<file path="config.mk">
export PLATFORM = sky130hd
export DESIGN_NAME = sram_arbiter_flat
export DESIGN_NICKNAME = d
export VERILOG_FILES = /design/src/rtl/sram_arbiter_if.sv /design/src/rtl/sram_arbiter.sv /design/src/flat_wrapper.sv
export SDC_FILE = /design/constraint.sdc
export NUM_CORES = 1
export LEC_CHECK = 0
export CAP_MARGIN = 25
export CORE_AREA = 2 2 93 95
export CTS_CLUSTER_SIZE = 14
export DETAILED_ROUTE_END_ITERATION = 8
export DIE_AREA = 0 0 95 97
export PLACE_DENSITY = 0.62
export SKIP_LAST_GASP = 1
export SYNTH_ARGS = -nofsm -noshare
export SYNTH_HDL_FRONTEND = slang
export SYNTH_SLANG_ARGS = --single-unit
</file>
<file path="constraint.sdc">
create_clock -name clk -period 2.8 [get_ports clk]
set_input_delay 0.56 -clock clk [delete_from_list [all_inputs] [get_ports clk]]
set_output_delay 0.56 -clock clk [all_outputs]
set_load 0.01 [all_outputs]
</file>
<file path="src/rtl/sram_arbiter_if.sv">
// Bundle of the two requester handshakes and the SRAM pin-side signals
// for the sram_arbiter. The arbiter uses the slave modport. The master
// modport is the view of the requesters and of the SRAM model.
interface sram_arbiter_if #(
  parameter int ADDR_W = 21
);
  logic              m0_req;
  logic              m0_we;
  logic [ADDR_W-1:0] m0_addr;
  logic [7:0]        m0_wdata;
  logic              m0_ack;
  logic [7:0]        m0_rdata;

  logic              m1_req;
  logic              m1_we;
  logic [ADDR_W-1:0] m1_addr;
  logic [7:0]        m1_wdata;
  logic              m1_ack;
  logic [7:0]        m1_rdata;

  logic [ADDR_W-1:0] sram_addr_o;
  logic [7:0]        sram_data_o;
  logic              sram_data_oe;
  logic [7:0]        sram_data_i;
  logic              sram_we_n;
  logic              busy;

  modport slave (
    input  m0_req, m0_we, m0_addr, m0_wdata,
    input  m1_req, m1_we, m1_addr, m1_wdata,
    input  sram_data_i,
    output m0_ack, m0_rdata, m1_ack, m1_rdata,
    output sram_addr_o, sram_data_o, sram_data_oe, sram_we_n, busy
  );

  modport master (
    output m0_req, m0_we, m0_addr, m0_wdata,
    output m1_req, m1_we, m1_addr, m1_wdata,
    output sram_data_i,
    input  m0_ack, m0_rdata, m1_ack, m1_rdata,
    input  sram_addr_o, sram_data_o, sram_data_oe, sram_we_n, busy
  );
endinterface

</file>
<file path="src/rtl/sram_arbiter.sv">
// Two-requester arbiter for a single external 8-bit asynchronous SRAM.
// Each access runs IDLE -> SETUP -> ACCESS (ACCESS_CYC cycles) -> DONE.
// Address, write data and the write-enable flag are latched at grant. The
// ack is a one-cycle pulse in DONE.
// Optional feature: define SRAM_ARB_RR_EN for round-robin arbitration.
// Without it, requester 0 has fixed priority.
module sram_arbiter #(
  parameter int ADDR_W     = 21,
  parameter int ACCESS_CYC = 2     // legal range 1..15
) (
  input logic       clk,
  input logic       reset,
  sram_arbiter_if.slave bus
);

  typedef enum logic [1:0] {IDLE, SETUP, ACCESS, DONE} state_t;

  state_t            state;
  logic [3:0]        cnt;
  logic              gnt;          // requester that owns the current access
  logic              last_grant;
  logic              cur_we;
  logic [ADDR_W-1:0] addr_q;
  logic [7:0]        data_q;
  logic              oe_q;
  logic              we_n_q;
  logic [1:0]        ack_q;
  logic [1:0][7:0]   rdata_q;

  logic [1:0]        req;
  logic              gnt_sel;

  assign req = {bus.m1_req, bus.m0_req};

  // Choose the winner among the active requests in IDLE.
  always_comb begin
    gnt_sel = 1'b0;
`ifdef SRAM_ARB_RR_EN
    // On contention, the requester that did not win last time is granted.
    gnt_sel = (&req) ? ~last_grant : req[1];
`else
    gnt_sel = ~req[0];
`endif
  end

  // Access sequencer. All SRAM pins and acks are registered.
  always_ff @(posedge clk) begin
    if (reset) begin
      state      <= IDLE;
      cnt        <= '0;
      gnt        <= 1'b0;
      last_grant <= 1'b1;
      cur_we     <= 1'b0;
      addr_q     <= '0;
      data_q     <= '0;
      oe_q       <= 1'b0;
      we_n_q     <= 1'b1;
      ack_q      <= '0;
      rdata_q    <= '0;
    end else begin
      case (state)
        IDLE: begin
          if (|req) begin
            gnt        <= gnt_sel;
            last_grant <= gnt_sel;
            addr_q     <= gnt_sel ? bus.m1_addr  : bus.m0_addr;
            data_q     <= gnt_sel ? bus.m1_wdata : bus.m0_wdata;
            cur_we     <= gnt_sel ? bus.m1_we    : bus.m0_we;
            oe_q       <= gnt_sel ? bus.m1_we    : bus.m0_we;
            state      <= SETUP;
          end
        end
        SETUP: begin
          cnt    <= '0;
          we_n_q <= ~cur_we;
          state  <= ACCESS;
        end
        ACCESS: begin
          if (cnt == 4'(ACCESS_CYC - 1)) begin
            we_n_q     <= 1'b1;
            ack_q[gnt] <= 1'b1;
            if (!cur_we) rdata_q[gnt] <= bus.sram_data_i;
            state      <= DONE;
          end else begin
            cnt <= cnt + 4'd1;
          end
        end
        DONE: begin
          // Address and data stay held through DONE to give the SRAM hold time.
          ack_q <= '0;
          oe_q  <= 1'b0;
          state <= IDLE;
        end
        default: state <= IDLE;
      endcase
    end
  end

  assign bus.sram_addr_o  = addr_q;
  assign bus.sram_data_o  = data_q;
  assign bus.sram_data_oe = oe_q;
  assign bus.sram_we_n    = we_n_q;
  assign bus.m0_ack       = ack_q[0];
  assign bus.m1_ack       = ack_q[1];
  assign bus.m0_rdata     = rdata_q[0];
  assign bus.m1_rdata     = rdata_q[1];
  assign bus.busy         = (state != IDLE);

endmodule

</file>
<file path="src/flat_wrapper.sv">
// flat-port wrapper written by rule: the top's interface ports become plain ports
module sram_arbiter_flat 
#(
  parameter int ADDR_W     = 21,
  parameter int ACCESS_CYC = 2                         
)
  (clk, reset, bus_m0_req, bus_m0_we, bus_m0_addr, bus_m0_wdata, bus_m1_req, bus_m1_we, bus_m1_addr, bus_m1_wdata, bus_sram_data_i, bus_m0_ack, bus_m0_rdata, bus_m1_ack, bus_m1_rdata, bus_sram_addr_o, bus_sram_data_o, bus_sram_data_oe, bus_sram_we_n, bus_busy);
  sram_arbiter_if #(.ADDR_W(ADDR_W)) bus_i ();
  input logic clk;
  input logic reset;
  input wire logic [$bits(bus_i.m0_req)-1:0] bus_m0_req;
  input wire logic [$bits(bus_i.m0_we)-1:0] bus_m0_we;
  input wire logic [$bits(bus_i.m0_addr)-1:0] bus_m0_addr;
  input wire logic [$bits(bus_i.m0_wdata)-1:0] bus_m0_wdata;
  input wire logic [$bits(bus_i.m1_req)-1:0] bus_m1_req;
  input wire logic [$bits(bus_i.m1_we)-1:0] bus_m1_we;
  input wire logic [$bits(bus_i.m1_addr)-1:0] bus_m1_addr;
  input wire logic [$bits(bus_i.m1_wdata)-1:0] bus_m1_wdata;
  input wire logic [$bits(bus_i.sram_data_i)-1:0] bus_sram_data_i;
  output wire logic [$bits(bus_i.m0_ack)-1:0] bus_m0_ack;
  output wire logic [$bits(bus_i.m0_rdata)-1:0] bus_m0_rdata;
  output wire logic [$bits(bus_i.m1_ack)-1:0] bus_m1_ack;
  output wire logic [$bits(bus_i.m1_rdata)-1:0] bus_m1_rdata;
  output wire logic [$bits(bus_i.sram_addr_o)-1:0] bus_sram_addr_o;
  output wire logic [$bits(bus_i.sram_data_o)-1:0] bus_sram_data_o;
  output wire logic [$bits(bus_i.sram_data_oe)-1:0] bus_sram_data_oe;
  output wire logic [$bits(bus_i.sram_we_n)-1:0] bus_sram_we_n;
  output wire logic [$bits(bus_i.busy)-1:0] bus_busy;
  assign bus_i.m0_req = bus_m0_req;
  assign bus_i.m0_we = bus_m0_we;
  assign bus_i.m0_addr = bus_m0_addr;
  assign bus_i.m0_wdata = bus_m0_wdata;
  assign bus_i.m1_req = bus_m1_req;
  assign bus_i.m1_we = bus_m1_we;
  assign bus_i.m1_addr = bus_m1_addr;
  assign bus_i.m1_wdata = bus_m1_wdata;
  assign bus_i.sram_data_i = bus_sram_data_i;
  assign bus_m0_ack = bus_i.m0_ack;
  assign bus_m0_rdata = bus_i.m0_rdata;
  assign bus_m1_ack = bus_i.m1_ack;
  assign bus_m1_rdata = bus_i.m1_rdata;
  assign bus_sram_addr_o = bus_i.sram_addr_o;
  assign bus_sram_data_o = bus_i.sram_data_o;
  assign bus_sram_data_oe = bus_i.sram_data_oe;
  assign bus_sram_we_n = bus_i.sram_we_n;
  assign bus_busy = bus_i.busy;
  sram_arbiter #(.ADDR_W(ADDR_W), .ACCESS_CYC(ACCESS_CYC)) u_core (.clk(clk), .reset(reset), .bus(bus_i));
endmodule
</file>
==> flow_summary.html <==
<table>
<tr><th>Metric</th><th>Value</th></tr>
<tr><th colspan="2">Routing</th></tr>
<tr><td>Vias after detailed routing</td><td>~2300</td></tr>
<tr><td>Post-route DRC violation count</td><td>0</td></tr>
<tr><td>Final wirelength</td><td>approximately 6400 um</td></tr>
<tr><td>Routed Antenna Nets</td><td>0</td></tr>
<tr><td>Vias per std cell</td><td>~4.6</td></tr>
<tr><td>Average detailed-routed wire length per instance</td><td>between 10 and 15 um</td></tr>
<tr><td>Drt pass-1 iters</td><td>4</td></tr>
<tr><td>Iteration-0 DRC Markers</td><td>73</td></tr>
<tr><th colspan="2">Clock tree</th></tr>
<tr><td>Cts hold-fix bufs</td><td>0</td></tr>
<tr><td>TritonCTS clock tree</td><td>yes</td></tr>
<tr><td>Clock Sinks</td><td>57</td></tr>
<tr><td>Source-to-sink clock delay at the later pin of the worst-skew pair</td><td>0.34 ns</td></tr>
<tr><td>Post-CTS setup buffers</td><td>0</td></tr>
<tr><td>Resize count post-CTS</td><td>0</td></tr>
<tr><td>Clock transition at the registers of the reported paths</td><td>~0.060 ns</td></tr>
<tr><td>Clk Tree Root Cell</td><td>clkbuf_8</td></tr>
<tr><td>H-tree level count</td><td>3</td></tr>
<tr><td>Maximum buffer depth of the clock tree</td><td>2</td></tr>
<tr><td>Number of buffers created by CTS</td><td>9</td></tr>
<tr><th colspan="2">Timing</th></tr>
<tr><td>Headroom to the max-slew limit</td><td>0.586</td></tr>
<tr><td>Min setup slack post-route</td><td>around 0.50 ns</td></tr>
<tr><td>Final clock period utilization by the worst path</td><td>0.823</td></tr>
<tr><td>Final Setup Violations</td><td>0</td></tr>
<tr><td>Worst setup skew after layout</td><td>between 0.008 and 0.009 ns</td></tr>
<tr><td>Maximum operating frequency</td><td>about 0.43 GHz</td></tr>
<tr><td>Post-layout min period</td><td>between 2 and 2.5 ns</td></tr>
<tr><td>Setup TNS</td><td>0 ns</td></tr>
<tr><td>Count of final hold-check violations</td><td>0</td></tr>
<tr><td>Number of slew-limit violations in the final report</td><td>0</td></tr>
<tr><td>Unrepaired setup endpoints after global routing</td><td>false</td></tr>
<tr><td>Slew at the pin with the worst max-slew slack</td><td>approximately 0.6 ns</td></tr>
<tr><th colspan="2">Worst setup path</th></tr>
<tr><td>Most numerous cell on the critical path</td><td>inv_1</td></tr>
<tr><td>Path type of the worst setup path</td><td>flip-flop to output pin</td></tr>
<tr><td>Largest incremental delay on the critical path</td><td>~0.55 ns</td></tr>
<tr><td>Worst Setup End Kind</td><td>output pin</td></tr>
<tr><td>Worst setup path startpoint</td><td>u_core.state[1]$_SDFFE_PP0P_</td></tr>
<tr><td>Worst-path maximum fanout</td><td>7</td></tr>
<tr><td>Crit path required time</td><td>~2.2 ns</td></tr>
<tr><td>Path depth of the worst reg2reg path</td><td>5</td></tr>
<tr><td>Minimum setup slack among reg-to-reg paths</td><td>between 0.8 and 0.9 ns</td></tr>
<tr><td>Reg2Reg Launch Point</td><td>u_core.state[0]$_SDFFE_PP0P_</td></tr>
<tr><td>Cell-by-cell listing of the critical path</td><td>inv_1, ha_1, inv_1, clkdlybuf4s50_1</td></tr>
<tr><td>Worst R2R End</td><td>u_core.ack_q[0]$_SDFFE_PP0P_</td></tr>
<tr><td>Worst-path cell with the longest stage delay</td><td>clkdlybuf4s50_1</td></tr>
<tr><td>Critical path arrival</td><td>about 1.7 ns</td></tr>
<tr><td>Startpoint kind of the worst setup timing path</td><td>flip-flop</td></tr>
<tr><th colspan="2">Pwr</th></tr>
<tr><td>Psw</td><td>992 uW</td></tr>
<tr><td>Internal power component</td><td>2070 uW</td></tr>
<tr><td>Power Total</td><td>between 3000 and 4000 uW</td></tr>
<tr><td>Clock group share of total power</td><td>0.249</td></tr>
<tr><td>Leak</td><td>0.00159 uW</td></tr>
<tr><td>IR Drop Worst-Case VDD</td><td>0.297 mV</td></tr>
<tr><td>Share of total power in combinational logic</td><td>0.387</td></tr>
<tr><td>Share of total power consumed by net switching</td><td>0.324</td></tr>
<tr><td>Power per unit of standard cell area</td><td>~760 mW/mm2</td></tr>
<tr><td>Sequential share of power</td><td>0.364</td></tr>
<tr><th colspan="2">Global route</th></tr>
<tr><td>Largest net degree at the start of global routing</td><td>between 40 and 50</td></tr>
<tr><td>Via count of the first global-routing pass</td><td>between 2000 and 2500</td></tr>
<tr><td>First-pass GRT wire length</td><td>approximately 11000 um</td></tr>
<tr><td>Remaining global-route overflow</td><td>0</td></tr>
<tr><td>Gr usage total</td><td>0.146</td></tr>
<tr><td>Number of antenna violations at the first check in global routing</td><td>0</td></tr>
<tr><th colspan="2">Final layout</th></tr>
<tr><td>Commonest cells after routing, fill and taps aside</td><td>120 x clkdlybuf4s50_1, 57 x dfxtp_1, 48 x mux2i_1</td></tr>
<tr><td>N_diodes</td><td>0</td></tr>
<tr><td>Area growth from synthesis to layout</td><td>58.4%</td></tr>
<tr><td>Most common cell after layout, fill and taps aside</td><td>clkdlybuf4s50_1</td></tr>
<tr><td>Final instance area</td><td>0.00403 mm2</td></tr>
<tr><td>Non-filler instance count after layout</td><td>a little under 500</td></tr>
<tr><td>Net total in the final layout</td><td>around 460</td></tr>
<tr><td>Fraction of final layout cells with drive strength greater than 1</td><td>0.0698</td></tr>
<tr><td>Filler cells</td><td>760</td></tr>
<tr><th colspan="2">Floorplanning</th></tr>
<tr><td>Core Region</td><td>slightly above 0.008 mm2</td></tr>
<tr><td>Std-Cell Rows</td><td>33</td></tr>
<tr><td>Chip height</td><td>slightly below 100 um</td></tr>
<tr><td>Effective utilization at floorplan</td><td>0.313</td></tr>
<tr><td>Width of the chip</td><td>95 um</td></tr>
<tr><td>Area of the die</td><td>0.00922 mm2</td></tr>
<tr><td>I/O pin cnt</td><td>roughly 120</td></tr>
<tr><th colspan="2">Placed design</th></tr>
<tr><td>Pre-CTS setup slack</td><td>between 0.7 and 0.8 ns</td></tr>
<tr><td>Routability-driven placement congestion ratio</td><td>between 0.7 and 0.8</td></tr>
<tr><td>Area after DPL</td><td>approximately 0.0038 mm2</td></tr>
<tr><td>Post-Place Cells</td><td>between 400 and 500</td></tr>
<tr><td>Port Buffer Count</td><td>between 100 and 150</td></tr>
<tr><td>Post-DP HPWL</td><td>approximately 4800 um</td></tr>
<tr><th colspan="2">Logic synthesis</th></tr>
<tr><td>Share of flip-flops with an asynchronous set or reset after synthesis</td><td>0</td></tr>
<tr><td>Synthesized area divided by synthesized cell count</td><td>9.57 um2</td></tr>
<tr><td>Synth Warn #</td><td>0</td></tr>
<tr><td>Post-Syn Instances</td><td>266</td></tr>
<tr><td>Number of flops mapped to enable cells by yosys</td><td>0</td></tr>
<tr><td>Post-synthesis register bit count</td><td>57</td></tr>
<tr><td>Count of distinct cell types in the synthesized netlist</td><td>32</td></tr>
<tr><td>Sequential area share after synthesis</td><td>0.448</td></tr>
<tr><td>Summed instance area of the synthesized netlist</td><td>approximately 0.0025 mm2</td></tr>
<tr><td>Most used DFF post-synth</td><td>dfxtp_1</td></tr>
<tr><td>Net count of the mapped netlist</td><td>between 300 and 400</td></tr>
<tr><th colspan="2">Outcome</th></tr>
<tr><td>Status</td><td>completed</td></tr>
<tr><th colspan="2">Worst hold path</th></tr>
<tr><td>Hold path startpoint</td><td>u_core.bus.m1_rdata[3]$_SDFFE_PP0P_</td></tr>
<tr><td>Cell count of the worst hold path</td><td>2</td></tr>
<tr><td>Worst hold path class</td><td>flip-flop to flip-flop</td></tr>
<tr><td>Terminating pin of the worst hold path</td><td>u_core.bus.m1_rdata[3]$_SDFFE_PP0P_</td></tr>
<tr><th colspan="2">Flow run</th></tr>
<tr><td>Max Cap Violations</td><td>0</td></tr>
</table>
## cell families after synthesis
kind of cell | Yosys count | share of synthesized area
AND/OR/NAND/NOR | 75 | 0.136
flip-flops | 57 | 0.448
AO/OA/AOI/OAI | 51 | 0.144
multiplexers | 48 | 0.189
buffers and inverters | 27 | 0.0433
adder cells (fa/ha/maj) | 8 | 0.0393
## sequential cells by signal (all words and copies together), names as in the netlist
register	count
u_core.bus.m0_rdata	8
u_core.bus.sram_data_oe	1
u_core.ack_q	2
u_core.bus.m1_rdata	8
u_core.bus.sram_data_o	8
u_core.cur_we	1
u_core.bus.sram_we_n	1
u_core.gnt	1
u_core.cnt	4
u_core.bus.sram_addr_o	21
u_core.state	2
## routing by layer
layer	track usage	share of wire	wire, um
met1	0.167	0.42	2710
met2	0.245	0.49	3160
met3	0.0491	0.068	437
met4	0.0624	0.018	118
met5	0	0	0
## cells in the mapped netlist, types with 2 or more instances
library cell  count  area share
clkbuf_1         16       0.024
buf_1             3      0.0044
nor3b_1           2      0.0059
inv_1             5      0.0074
o211ai_1          2      0.0059
mux2i_1          48        0.19
o21ai_0           2      0.0039
a21oi_1           7       0.014
or3_1             3      0.0074
nand2b_1          2      0.0049
nand2_1          28       0.041
nor2_1           30       0.044
nand3_1           2      0.0039
a211oi_1         34        0.10
ha_1              8       0.039
dfxtp_1          57        0.45
nor3_1            2      0.0039
## how the worst max path moves through the flow
stage                                           to  cells past startpoint
6_report                                  bus_busy                      4
5_1_grt                                   bus_busy                      4
4_1_cts                                   bus_busy                      4
3_5_place_dp   u_core.bus.m1_rdata[1]$_SDFFE_PP0P_                      4
3_3_place_gp   u_core.bus.m1_rdata[5]$_SDFFE_PP0P_                      4
2_1_floorplan  u_core.bus.m0_rdata[0]$_SDFFE_PP0P_                      5
## power groups by stage
| stage | Combinational, uW | Sequential, uW | Clock [uW] |
|---|---|---|---|
| after global routing | 1310 | 1140 | 812 |
| after floorplan | 541 | 1200 | 0 |
| final | 1180 | 1110 | 762 |
| after global placement | 1180 | 1130 | 0 |
| after CTS | 1200 | 1120 | 783 |
| after detailed placement | 1200 | 1130 | 0 |
## metrics by stage
step | util | hold WS [ns]
after global placement | 0.471 | 0.441
final | 0.495 | 0.455
after global routing | 0.495 | 0.485
after floorplan | - | 0.479
after detailed placement | 0.471 | 0.447
after CTS | 0.495 | 0.457
## area by class of cell
type	instances	area, um2	area share
multi-input combinational	182	1290	0.321
timing repair buffer	126	1240	0.309
sequential	57	1140	0.283
clock buffer	11	141	0.0351
tap	105	131	0.0326
clock inverter	5	55.1	0.0137
inverter	6	22.5	0.00559
## worst max-delay path: cells and delay by family, from the launching register on
kind                       cells  cell delay (ns)
adders and majority gates      1             0.27
buffers and inverters          3             0.73
DFF                            1             0.40
(Power assumes the default switching activity.)
